===== src/rtl/alu_pkg.sv =====
// alu_pkg: operation encodings and the flag bundle shared by the ALU control
// decoder and the execute stage, so the encodings live in one place.
package alu_pkg;

  localparam int unsigned OP_BITS = 4;

  localparam logic [OP_BITS-1:0] OP_AND   = 4'b0000;
  localparam logic [OP_BITS-1:0] OP_ORR   = 4'b0001;
  localparam logic [OP_BITS-1:0] OP_ADD   = 4'b0010;
  localparam logic [OP_BITS-1:0] OP_EOR   = 4'b0101;
  localparam logic [OP_BITS-1:0] OP_SUB   = 4'b0110;
  localparam logic [OP_BITS-1:0] OP_PASSB = 4'b0111;

  typedef struct packed {
    logic zero;
    logic negative;
    logic overflow;
    logic carry;
    logic illegal;
  } alu_flags_t;

endpackage


===== src/rtl/alu_exec_stage_core.sv =====
// alu_core: purely combinational ALU datapath.
//   operation : ALU operation code
//   a, b      : operands
//   result    : ALU result
//   flags     : zero / negative / overflow / carry / illegal
module alu_core
  import alu_pkg::*;
#(
  parameter int unsigned WIDTH = 64,
  parameter int unsigned OPW   = 4
) (
  input  logic [OPW-1:0]   operation,
  input  logic [WIDTH-1:0] a,
  input  logic [WIDTH-1:0] b,
  output logic [WIDTH-1:0] result,
  output alu_flags_t       flags
);

  logic             sub;
  logic [WIDTH-1:0] b_eff;
  logic [WIDTH:0]   sum;

  // SUB is A + ~B + 1 so carry is the inverted borrow.
  assign sub   = (operation == OP_SUB);
  assign b_eff = sub ? ~b : b;
  assign sum   = {1'b0, a} + {1'b0, b_eff} + {{WIDTH{1'b0}}, sub};

  always_comb begin
    result = '0;
    flags  = '0;
    // Unknown or X codes fall through to default and are reported as illegal.
    case (operation)
      OP_AND:   result = a & b;
      OP_ORR:   result = a | b;
      OP_EOR:   result = a ^ b;
      OP_PASSB: result = b;
      OP_ADD, OP_SUB: begin
        result         = sum[WIDTH-1:0];
        flags.carry    = sum[WIDTH];
        flags.overflow = (a[WIDTH-1] == b_eff[WIDTH-1]) &&
                         (sum[WIDTH-1] != a[WIDTH-1]);
      end
      default:  flags.illegal = 1'b1;
    endcase
    flags.zero     = (result == '0);
    flags.negative = result[WIDTH-1];
  end

endmodule


===== src/rtl/alu_exec_stage.sv =====
// alu_exec_stage: two-stage registered execute stage.
//   S1 registers operation/a/b on the input handshake; S2 registers the
//   alu_core result and flags. All outputs come straight from S2 flops.
//   clk, rst            : clock, asynchronous active-high reset
//   in_valid/in_ready   : upstream handshake
//   operation, a, b     : operation code and operands
//   out_valid/out_ready : downstream handshake
//   result, zero, negative, overflow, carry, illegal : registered outputs
module alu_exec_stage
  import alu_pkg::*;
#(
  parameter int unsigned WIDTH = 64,
  parameter int unsigned OPW   = 4
) (
  input  logic             clk,
  input  logic             rst,
  input  logic             in_valid,
  output logic             in_ready,
  input  logic [OPW-1:0]   operation,
  input  logic [WIDTH-1:0] a,
  input  logic [WIDTH-1:0] b,
  output logic             out_valid,
  input  logic             out_ready,
  output logic [WIDTH-1:0] result,
  output logic             zero,
  output logic             negative,
  output logic             overflow,
  output logic             carry,
  output logic             illegal
);

  logic             s1_valid;
  logic [OPW-1:0]   s1_op;
  logic [WIDTH-1:0] s1_a;
  logic [WIDTH-1:0] s1_b;

  logic [WIDTH-1:0] core_result;
  alu_flags_t       core_flags;

  logic [WIDTH-1:0] s2_result;
  alu_flags_t       s2_flags;
  logic             s2_valid;

  logic s2_adv;
  logic s1_adv;

  assign s2_adv   = !s2_valid || out_ready;
  assign s1_adv   = !s1_valid || s2_adv;
  assign in_ready = s1_adv;

  always_ff @(posedge clk or posedge rst) begin
    if (rst) begin
      s1_valid <= 1'b0;
      s1_op    <= '0;
      s1_a     <= '0;
      s1_b     <= '0;
    end else if (s1_adv) begin
      s1_valid <= in_valid;
      if (in_valid) begin
        s1_op <= operation;
        s1_a  <= a;
        s1_b  <= b;
      end
    end
  end

  alu_core #(
    .WIDTH (WIDTH),
    .OPW   (OPW)
  ) u_core (
    .operation (s1_op),
    .a         (s1_a),
    .b         (s1_b),
    .result    (core_result),
    .flags     (core_flags)
  );

  // A bubble from S1 only clears the valid bit; the data flops keep their
  // last value, which is harmless because out_valid qualifies them.
  always_ff @(posedge clk or posedge rst) begin
    if (rst) begin
      s2_valid  <= 1'b0;
      s2_result <= '0;
      s2_flags  <= '0;
    end else if (s2_adv) begin
      s2_valid <= s1_valid;
      if (s1_valid) begin
        s2_result <= core_result;
        s2_flags  <= core_flags;
      end
    end
  end

  assign out_valid = s2_valid;
  assign result    = s2_result;
  assign zero      = s2_flags.zero;
  assign negative  = s2_flags.negative;
  assign overflow  = s2_flags.overflow;
  assign carry     = s2_flags.carry;
  assign illegal   = s2_flags.illegal;

endmodule


===== config.mk =====
export PLATFORM = sky130hd
export DESIGN_NAME = alu_exec_stage
export DESIGN_NICKNAME = d
export VERILOG_FILES = /design/src/rtl/alu_pkg.sv /design/src/rtl/alu_exec_stage_core.sv /design/src/rtl/alu_exec_stage.sv
export SDC_FILE = /design/constraint.sdc
export NUM_CORES = 1
export LEC_CHECK = 0
export ABC_AREA = 1
export BUFFER_PORTS_ARGS = -buffer_cell sky130_fd_sc_hd__buf_2
export CAP_MARGIN = 25
export CORE_MARGIN = 2
export CORE_UTILIZATION = 37
export CTS_CLUSTER_SIZE = 24
export DETAILED_ROUTE_END_ITERATION = 10
export PLACE_DENSITY_LB_ADDON = 0.1
export SYNTH_ARGS = -nofsm -noshare
export SYNTH_HDL_FRONTEND = slang
export SYNTH_SLANG_ARGS = --single-unit
export TNS_END_PERCENT = 1

===== constraint.sdc =====
create_clock -name clk -period 16.3 [get_ports clk]
set_input_delay 1.63 -clock clk [delete_from_list [all_inputs] [get_ports clk]]
set_output_delay 1.63 -clock clk [all_outputs]
set_load 0.01 [all_outputs]

### Yosys cells after proc, flatten, opt, wreduce, memory -nomap -nowiden

Index checks and enable logic that the tools add are counted.
Widths: inputs -> output; s select.

| operators by class | value |
|---|---|
| reductions and logical operators | 11 |
| bitwise gates (word level) | 4 |
| mux-type cells | 4 |
| $add $sub $neg | 2 |
| eq/ne operators | 7 |

Operators with widths:

| kind | number |
|---|---|
| $pmux 64 s5 | 1 |
| $add 64x64->65 | 1 |
| $add 65x1->65 | 1 |
| $and 64x64->64 | 1 |
| $logic_not 64->1 | 1 |
| $mux 64 | 1 |
| $not 64->64 | 1 |
| $or 64x64->64 | 1 |
| $xor 64x64->64 | 1 |
| $eq 4x3->1 const B | 3 |
| $reduce_or 6->1 | 1 |
| $eq 4x1->1 const B | 1 |
| $eq 4x2->1 const B | 1 |
| $logic_not 4->1 | 1 |
| $reduce_and 2->1 | 2 |
| $logic_not 1->1 | 2 |
| $logic_or 1x1->1 | 2 |
| $mux 2 | 1 |
| $reduce_or 2->1 | 1 |
| $eq 1x1->1 | 1 |
| $logic_and 1x1->1 | 1 |
| $mux 1 | 1 |
| $ne 1x1->1 | 1 |

| storage, ports and cells | value |
|---|---|
| bits in registers | 203 |
| input port bits | 136 |
| output and inout bits | 71 |

### Depth between registers and ports, before layout

Gate-level depths: netlist of run 1.

| logic depth | value |
|---|---|
| depth in word-level cells | 7 |
| depth in mapped cells | 29 |
| depth with buffers taken out | 27 |

### Hierarchy

A second synthesis of run 1 with hierarchy kept.

| second synthesis, totals | value |
|---|---|
| cell total of the unflattened synthesis | 2827 |
| area total of the unflattened synthesis | 18413.9 sq um |

Modules (own cells, without submodules):

| module | cells an instance | instances | area each (sq um) |
|---|---|---|---|
| alu_core | 1948 | 1 | 10446.3 |
| alu_exec_stage | 879 | 1 | 7967.6 |

### Least setup slack after synthesis of run 1

Ideal clock, no wire load.

| timing | value |
|---|---|
| path type | input to output |
| from | in out_ready |
| to | out in_ready |
| cell stages on the path | 2 |
| setup slack | 12.856 ns |
| arrival time | 1.814 ns |
| path buffers | 0 |
| path through | inv_1 -> nand3_1 |

| between the ends | value |
|---|---|
| word-level cells in the longest chain between the ends | 2 |

RTL lines:

| element | line | RTL |
|---|---|---|
| from (decl) | alu_exec_stage.sv:23 | `input logic out_ready,` |
| $logic_or 1x1->1 | alu_exec_stage.sv:47 | `assign s2_adv = !s2_valid \|\| out_ready;` |
| $logic_or 1x1->1 | alu_exec_stage.sv:48 | `assign s1_adv = !s1_valid \|\| s2_adv;` |
| to (decl) | alu_exec_stage.sv:18 | `output logic in_ready,` |

No other way between the ends.

### Worst setup path after layout of run 1

| timing | value |
|---|---|
| from | reg s1_op[1] |
| to | reg s2_flags, in the netlist zero |

| between the ends | value |
|---|---|
| word-level cells in the longest chain between the ends | 6 |
| elaborated cells on any way between the ends | 12 |

RTL lines:

| element | line | RTL |
|---|---|---|
| from (decl) | alu_exec_stage.sv:33 | `logic [OPW-1:0] s1_op;` |
| from (signal assigned) | alu_exec_stage.sv:60 | `s1_op <= operation;` |
| $eq 4x3->1 | alu_exec_stage_core.sv:24, alu_exec_stage_core.sv:32 |  |
| $mux 64 | alu_exec_stage_core.sv:25 | `assign b_eff = sub ? ~b : b;` |
| $add 64x64->65 | alu_exec_stage_core.sv:26 | `assign sum = {1'b0, a} + {1'b0, b_eff} + {{WIDTH{1'b0}}, sub};` |
| $add 65x1->65 | alu_exec_stage_core.sv:26 |  |
| $pmux 64 s5 * | alu_exec_stage_core.sv:32 | `case (operation)` |
| $logic_not 64->1 * | alu_exec_stage_core.sv:45 | `flags.zero = (result == '0);` |
| to (signal assigned) | alu_exec_stage.sv:89 | `s2_flags <= core_flags;` |
| to (decl) | alu_exec_stage.sv:41 | `alu_flags_t s2_flags;` |

Every way passes the cells marked *; elsewhere a longest branch is shown, timed or not.
A chain may end at the register's enable or synchronous reset.

==> impl_metrics.yaml, run 1 <==
placement:
  hpwl_mm: 51.7
  io_buffers: 206
  placed_area_mm2: 0.0187
  place_congestion: 0.931
floorplan:
  io_pins: 207
  initial_core_util: 0.376
  core_mm2: 0.0455
  dieHeight_um: 219
  die_width_um: 219
  die_area_mm2: 0.0480
  rows: 78
clock_network:
  cts_tree: "yes"
  clk_latency_ps: 560
  cts_root_buffer: "clkbuf_16"
  clock-sinks: 202
  cts_made_buffers: 25
  ctsHoldBuffers: 0
  cts_setup_buffers: 0
  max-clock-path-buffers: 3
  h-tree-depth: 1
  ctsResizeCount: 0
  clk_pin_slew_worst_paths_ps: 60
synth:
  synth_xor_area_frac: 0.0322
  ys_types: 48
  synth-simple-area-share: 0.264
  ys_ff_latch: 202
  syn_nets: 2828
  synth_top_area_share: 0.295
  synth_top_family_by_area: "simple AND/OR/NAND/NOR gates"
  synth-async-reset-ratio: 1.00
  netlist_area_mm2: 0.0171
  synth_top_area_cell: "dfrtp_1"
  yosysSeqAreaShare: 0.295
  synthAdderAreaFrac: 0.150
  ys.flop_type: "dfrtp_1"
  synth_compound_area_frac: 0.162
  synth_cells: 2488
  synth_edf_count: 0
  synth.area.top_cells: "dfrtp_1 30%, ha_1 15%, nand2_1 12%"
  yosysWarnings: 0
  synth_mux_area_frac: 0
  syn_area_per_cell_um2: 6.88
sta:
  finalCritPeriodShare: 0.308
  whs_ps: 467
  maxSlewViolCount: 0
  rsz0062_at_grt: "false"
  min_period_ps: 5030
  setup_violations: 0
  fmax_ghz: 0.199
  fin_skew_ps: 22.9
  hold_violations: 0
  worst_pin_slew_ps: 1020
  tns_ps: 0
  slew_headroom: 0.320
status:
  status: "finished clean"
layout:
  final_area_mm2: 0.0196
  layout.nets: 2994
  insertedDiodeCount: 0
  multi_input_area_mm2: 0.0104
  area_delta_synth_final_pct: 14.6
  nFillCells: 4910
  final_core_utilization: 0.431
  regArea_mm2: 0.00505
  drive_above_1_share: 0.110
critical_path:
  startpoint: "s1_op[1]"
  critical_path_class: "reg2reg"
  cpPeakStageDelay_ps: 660
  worstPathArrival_ps: 5510
  rrSetupSlack_ps: 11270
  cp_num_buf_inv: 3
  rr_startpoint: "s1_op[1]"
  crit_required_ps: 16790
  crit_chain: "inv_1 > nor2_2 > nand2_4 > buf_4 > xor2_1 > ha_1 > nand2_1 > nor2_1 > nand2_1 > nor2_1 > nand2_1 > nand3_1 > nand3_1 > nand2_1 > nand2_1 > nand3_1 > nand2_1 > inv_1 > nand3_1 > nor2_1 > nand2_1 > nor2_1 > nand2_1 > nand2_1"
  cp_common_cell: "nand2_1"
  crit_slowest_cell: "buf_4"
  cp-end-kind: "flop"
  critPathLaunchType: "flop"
  critPathTopFamily: "simple AND/OR/NAND/NOR gates"
  path_max_fanout: 37
run:
  maxCapViolCount: 0
routing:
  drt-initial-drc-count: 1320
  drc: 0
  drtPass1Iterations: 6
  ant_nets: 0
  via_per_inst: 5.26
  wl_per_cell_um: 20.0
  vias: 17200
  wl_mm: 65.4
global_route:
  first_global_vias: 17100
  antenna_found_initial: 0
  grt_usage: 0.274
  overflow: 0
  grt_max_degree: 100
  grt_pass1_wl_mm: 100
min_path:
  min_from: "result[5]"
  hp-class: "reg2reg"
pwr:
  power.density_mw_per_mm2: 131
  vdd_drop_max_v: 0.0000889
  p_leak_nw: 10.4
per-stage QoR:
step	total power [mW]	std cells	setup slack, ps
after detailed placement	1.94	3226	11450
after global routing	2.77	3272	10790
after CTS	2.57	3271	11420
after global placement	1.93	3226	11470
final	2.57	3272	11270
after floorplan	1.50	2488	9160
cells in the final DEF, fill, tap and decap left out, drive strengths merged, types with 7 or more instances in the layout:
cell type / Yosys / final
nand2: 572 / 572
inv: 348 / 349
nor2: 336 / 336
a21oi: 241 / 241
buf: 34 / 219
ha: 203 / 203
dfrtp: 202 / 202
nand3: 133 / 133
o21ai: 96 / 96
xor2: 63 / 63
o22ai: 55 / 55
a221oi: 44 / 44
clkbuf: 46 / 31
nand4: 20 / 20
nor3: 20 / 20
nand3b: 17 / 17
o21bai: 11 / 11
a21o: 10 / 10
a21boi: 7 / 7
clkinv: 2 / 7
path summary, 6_finish.rpt:
path                              to  cells after the start
max                             zero                     24
min                        result[5]                      1
max reg2reg                     zero                     24
min reg2reg                result[5]                      1
max in group asynchronous  result[5]                      3
min in group asynchronous   s1_b[50]                      2
metal layers:
layer,share of wire,vias up,GRT usage
met5,0,-,0
met4,0.022,0,0.0633
met3,0.063,71,0.0409
met2,0.42,478,0.417
met1,0.49,8221,0.406
li1,-,8448,-
sequential cells by signal, indices dropped and copies added, names as in the netlist:
signal     flops
illegal        1
s1_a          64
overflow       1
s1_op          4
s1_b          64
result        64
carry          1
zero           1
s1_valid       1
out_valid      1
power by group:
part	total, mW	switching [mW]	internal (mW)
logic	1.28	0.869	0.407
registers	0.681	0.0780	0.603
clock network	0.612	0.241	0.371
total	2.57	1.19	1.38
cell usage after synthesis, types with 3 or more instances:
library cell / instances
o21ai_0: 87
a221oi_1: 44
dfrtp_1: 202
buf_2: 18
nor2_1: 334
nand4_1: 20
nand2_2: 5
nand2_1: 567
a31oi_1: 5
o22ai_1: 55
a21o_1: 10
or2_1: 4
clkbuf_1: 46
inv_2: 14
ha_1: 203
o21bai_1: 11
a21boi_0: 5
buf_1: 12
a21oi_1: 241
buf_4: 3
nand3b_1: 17
nor3_1: 19
o21ai_1: 9
xor2_1: 63
inv_1: 334
nand3_1: 132
area by class of cell:
type | instances | area share
Multi-Input combinational cell | 1856 | 0.532
Tap cell | 600 | 0.0383
Inverter | 350 | 0.0674
Clock inverter | 14 | 0.00957
Sequential cell | 202 | 0.258
Timing Repair Buffer | 219 | 0.0586
Clock buffer | 31 | 0.0361
cells by family (layout without fill, tap and decap cells):
group           after synthesis  in the layout
compound gates              482            482
xor+xnor                     63             63
fa+ha+maj                   204            204
buf+inv                     430            614
flops                       202            202
simple gates               1107           1107
worst reg2reg max path, stage by stage, from the launching register on:
cell	delay (ps)
dfrtp_1	410
inv_1	130
nor2_2	70
nand2_4	390
buf_4	660
xor2_1	220
ha_1	470
nand2_1	140
nor2_1	250
nand2_1	120
nor2_1	150
nand2_1	60
nand3_1	300
nand3_1	180
nand2_1	100
nand2_1	50
nand3_1	170
nand2_1	70
inv_1	270
nand3_1	260
nor2_1	140
nand2_1	130
nor2_1	110
nand2_1	60
nand2_1	50
Power figures use the tool's default switching activity.
==> run 2, diff against run 1 <==
==> constraint.sdc (replaced) <==
create_clock -name clk -period 4.72 [get_ports clk]
set_input_delay 0.472 -clock clk [delete_from_list [all_inputs] [get_ports clk]]
set_output_delay 0.472 -clock clk [all_outputs]
set_load 0.01 [all_outputs]
==> run 2 against run 1 <==
Setup slack worse by 11000 ps. Largest cell class unchanged. Non-clock buffer count rose by 33. Combinational power grew to 3.5 times the previous value. Critical path depth did not move. Routed wire length increased by 2.8%. Clock-buffer cell count grew 8. Clock power rose to 3.2 times the previous value. Power rose to 3.4 times the previous value. Final cell count increased by 1.0%. Critical path type unchanged. Highest routed layer is now met5. Register-to-register slack got worse by 11000 ps.
==> impl_metrics.yaml, run 2 (synthesized netlist as in run 1, its figures left out) <==
global_route:
  antenna_found_initial: 1
  grt_pass1_wl_mm: 102
  first_global_vias: 17000
  grt_max_degree: 116
  overflow: 0
  grt_usage: 0.280
sta:
  rsz0062_at_grt: "false"
  tns_ps: 0
  slew_headroom: 0.213
  maxSlewViolCount: 0
  whs_ps: 162
  setup_violations: 0
  min_period_ps: 4400
  worst_pin_slew_ps: 1180
  fin_skew_ps: 8.99
  finalCritPeriodShare: 0.932
  fmax_ghz: 0.227
  hold_violations: 0
critical_path:
  worstPathArrival_ps: 4890
  critical_path_class: "reg2reg"
  crit_required_ps: 5210
  critPathLaunchType: "flop"
  path_max_fanout: 22
  cp-end-kind: "flop"
routing:
  wl_per_cell_um: 20.3
  vias: 17300
  via_per_inst: 5.24
  wl_met1_mm: 32.7
  drt-initial-drc-count: 1341
  wl_met3_mm: 4.83
  drtPass1Iterations: 5
  met2_length_mm: 28.4
  wl_mm: 67.3
  top_layer: "met5"
  ant_nets: 0
  drc: 0
placement:
  hpwl_mm: 54.3
  place_congestion: 0.975
  io_buffers: 206
  placed_cells: 3259
  placed_area_mm2: 0.0190
layout:
  layout.nets: 3027
  layout_common_cells: "564 x nand2_1, 333 x inv_1, 333 x nor2_1"
  area_delta_synth_final_pct: 15.8
  final_common_cell: "nand2_1"
  drive_above_1_share: 0.119
  final_core_utilization: 0.436
  layout.cells.non_filler: 3306
  final_area_mm2: 0.0198
clock_network:
  clock-sinks: 202
  cts_made_buffers: 25
  h-tree-depth: 1
  clk_latency_ps: 560
  max-clock-path-buffers: 3
  cts_setup_buffers: 0
  clk_pin_slew_worst_paths_ps: 60
  cts_tree: "yes"
  cts_root_buffer: "clkbuf_16"
floorplan:
  core_mm2: 0.0455
  dieHeight_um: 219
  io_pins: 207
  die_width_um: 219
  die_area_mm2: 0.0480
  rows: 78
  initial_core_util: 0.376
pwr:
  power.density_mw_per_mm2: 447
  p_leak_nw: 10.5
  vdd_drop_max_v: 0.000333
min_path:
  hp-class: "in2reg"
status:
  status: "finished clean"
run:
  maxCapViolCount: 0
run 2: cell types whose count changed in the layout (fill, tap and decap cells not counted), moves of 3 or more:
cell	before	now
buf_12	0	4
buf_4	12	41
bufinv_16	4	1
clkbuf_1	0	4
clkbuf_8	6	10
clkinvlp_4	4	1
run 2: final timing paths:
kind | slack, ps | cells after the start | start | end
max | 320 | 24 | s1_op[3] | zero
min | 160 | 3 | b[42] | s1_b[42]
max reg2reg | 320 | 24 | s1_op[3] | zero
min reg2reg | 470 | 2 | result[23] | result[23]
max in group asynchronous | 3050 | 4 | rst | s1_a[59]
min in group asynchronous | 550 | 3 | rst | s1_b[22]
run 2: area by class of cell:
| type | instances | area (µm²) |
|---|---|---|
| sequential | 202 | 5050 |
| clock inverter | 6 | 58.8 |
| timing repair buffer | 252 | 1430 |
| antenna | 1 | 2.50 |
| fill | 4889 | 25700 |
| tap | 600 | 751 |
| inverter | 350 | 1320 |
| clock buffer | 39 | 778 |
| multi-input combinational | 1856 | 10400 |
run 2: metrics by stage:
step	power [mW]	setup slack (ps)
floorplan	5.17	1420
global placement	6.83	29.9
detailed placement	6.85	135
CTS	8.87	122
global route	9.56	29.1
finish	8.86	323
run 2: where the power goes:
group	switching [mW]	internal, mW
Sequential	0.278	2.08
Clock	0.796	1.18
Combinational	3.05	1.48
run 2: what timing repair did:
item,CTS,global route
endpoints found under the hold margin,21,0
hold buffers,1,0
endpoints found under the setup margin,0,1
gates resized for setup,0,2
run 2: critical path, stage by stage, from the launching register on:
cell	delay, ps
dfrtp_1	440
nor2_4	200
nand2_4	270
buf_12	270
xor2_1	150
ha_1	410
a21oi_1	180
o21ai_1	350
inv_1	70
nand2_1	120
inv_1	70
nand3_1	190
buf_4	140
nand2_1	40
nand3_1	260
nand2_1	80
inv_1	90
nand2_1	50
nor2_1	100
nand2_1	80
nor2_2	310
nand4_1	210
nor2_1	130
nand2_1	60
nand2_1	50
run 2: routing by layer:
layer,GRT usage,vias to the layer above
met3,0.0571,68
met4,0.0570,2
met1,0.409,8237
met5,0,-
li1,-,8526
met2,0.426,493
==> run 3, diff against run 2 <==
--- a/config.mk
+++ b/config.mk
@@ -10,6 +10,7 @@
 export CAP_MARGIN = 25
 export CORE_MARGIN = 2
 export CORE_UTILIZATION = 37
+export CTS_BUF_LIST = sky130_fd_sc_hd__clkbuf_16
 export CTS_CLUSTER_SIZE = 24
 export DETAILED_ROUTE_END_ITERATION = 10
 export PLACE_DENSITY_LB_ADDON = 0.1
==> run 3 against run 2 <==
Clock power decreased by 9%. Register-to-register slack better by 30 ps. Flip-flop and latch count stayed put. Non-clock buffer count stayed put.
==> impl_metrics.yaml, run 3 (synthesized netlist as in run 1, its figures left out) <==
status:
  status: "finished clean"
routing:
  ant_nets: 0
  drt-initial-drc-count: 1317
  vias: 17400
  drtPass1Iterations: 5
  via_per_inst: 5.25
  drc: 0
  wl_mm: 67.2
  wl_per_cell_um: 20.3
critical_path:
  critical_path_class: "reg2reg"
  crit_chain: "nor2_4 > nand2_4 > buf_12 > xor2_1 > ha_1 > a21oi_1 > o21ai_1 > inv_1 > nand2_1 > inv_1 > nand3_1 > buf_4 > nand2_1 > nand3_1 > nand2_1 > inv_1 > nand2_1 > nor2_1 > nand2_1 > nor2_2 > nand4_1 > nor2_1 > nand2_1 > nand2_1"
  path_max_fanout: 22
  cp-end-kind: "flop"
  worstPathArrival_ps: 4860
  cpPeakStageDelay_ps: 440
  critPathLaunchType: "flop"
  cp_common_cell: "nand2_1"
  ff2ff_path_depth: 24
  setup.worst_path.end: "zero"
  crit_required_ps: 5210
  r2r-end: "zero"
  crit_slowest_cell: "dfrtp_1"
  rrSetupSlack_ps: 350
  rr_startpoint: "s1_op[3]"
  startpoint: "s1_op[3]"
sta:
  fmax_ghz: 0.229
  maxSlewViolCount: 0
  slew_headroom: 0.262
  hold_violations: 0
  worst_pin_slew_ps: 1110
  fin_ws_ps: 352
  fin_skew_ps: 8.23
  tns_ps: 0
  rsz0062_at_grt: "false"
  min_period_ps: 4370
  finalCritPeriodShare: 0.925
  setup_violations: 0
  whs_ps: 163
global_route:
  grt_pass1_wl_mm: 101
  first_global_vias: 17000
  grt_max_degree: 116
  antenna_found_initial: 1
  overflow: 0
  grt_usage: 0.280
floorplan:
  die_width_um: 219
  io_pins: 207
  dieHeight_um: 219
  core_mm2: 0.0455
  rows: 78
  die_area_mm2: 0.0480
  initial_core_util: 0.376
layout:
  area_delta_synth_final_pct: 15.3
  layout.nets: 3027
  final_area_mm2: 0.0197
  layout_common_cells: "564 x nand2_1, 337 x inv_1, 333 x nor2_1"
  final_common_cell: "nand2_1"
  drive_above_1_share: 0.115
  nFillCells: 4908
clock_network:
  cts_made_buffers: 25
  cts_root_buffer: "clkbuf_16"
  h-tree-depth: 1
  clk_pin_slew_worst_paths_ps: 60
  cts_tree: "yes"
  max-clock-path-buffers: 3
  clock-sinks: 202
  clk_latency_ps: 550
pwr:
  vdd_drop_max_v: 0.000300
  power_frac_comb: 0.521
  intPower_mw: 4.57
  pwr-share-clk: 0.207
  totalPowerFinal_mw: 8.69
  p_sw_mw: 4.12
  swShare: 0.474
  pwr-share-seq: 0.272
  power.density_mw_per_mm2: 440
  p_leak_nw: 10.5
min_path:
  hp-class: "in2reg"
placement:
  io_buffers: 206
  hpwl_mm: 54.3
  placed_area_mm2: 0.0190
  pre_cts_ws_ps: 135
  place_congestion: 0.975
run:
  maxCapViolCount: 0
-- run 3: changes by cell type in the layout (fill, tap and decap cells not counted), sizes merged --
cell    before  now
clkbuf      39   25
inv        348  352
clkinv       6   16
-- run 3: area by class of cell --
cell class / count / area, µm² / area share
clock buffers: 25 / 626 / 0.0317
multi-input cells: 1856 / 10400 / 0.529
diodes: 1 / 2.50 / 0.000127
flip-flops and latches: 202 / 5050 / 0.256
well taps: 600 / 751 / 0.0381
clock inverters: 20 / 111 / 0.00565
repair buffers: 252 / 1430 / 0.0724
inverters: 350 / 1320 / 0.0668
-- run 3: worst max-delay path: cells and delay by family (launching register included) --
kind,cells,cell delay [ps]
adders and majority gates,1,400
buffers and inverters,5,650
AOI/OAI and AO/OA,2,500
DFF,1,440
xor gates and xnor gates,1,150
and+or+nand+nor,15,2150
-- run 3: what timing repair did --
| action | 4_1_cts | 5_1_grt |
|---|---|---|
| hold endpoints to repair | 21 | 0 |
| endpoints found under the setup margin | 0 | 1 |
| hold buffers | 1 | 0 |
| setup buffers | 0 | 0 |
| resized for setup | 0 | 2 |
-- run 3: power groups by stage --
stage | registers [mW] | clock network (mW) | logic [mW]
after detailed placement | 2.38 | 0 | 4.47
after CTS | 2.36 | 1.83 | 4.49
after global placement | 2.37 | 0 | 4.46
after global routing | 2.40 | 1.91 | 5.07
final | 2.36 | 1.80 | 4.53
after floorplan | 2.39 | 0 | 2.77
-- run 3: worst min path at each step --
stage	endpoint	startpoint	slack, ps	cells after the start
3_5_place_dp	result[22]	result[22]	460	2
4_1_cts	s1_b[42]	b[42]	140	3
5_1_grt	s1_b[53]	b[53]	160	3
6_report	s1_b[42]	b[42]	160	3
3_3_place_gp	result[5]	result[5]	450	1
2_1_floorplan	overflow	overflow	510	2
-- run 3: per-layer routing --
layer / track usage / share of wire / up-vias
met3: 0.0561 / 0.072 / 67
met1: 0.410 / 0.49 / 8281
met2: 0.425 / 0.42 / 483
met5: 0 / 0.00018 / -
met4: 0.0581 / 0.019 / 2
li1: - / - / 8522
-- run 3: per-stage QoR --
| stage | instances | utilization |
|---|---|---|
| CTS | 3305 | 0.434 |
| detailed placement | 3259 | 0.417 |
| floorplan | 2488 | - |
| global placement | 3259 | 0.417 |
| global route | 3305 | 0.434 |
| finish | 3306 | 0.434 |
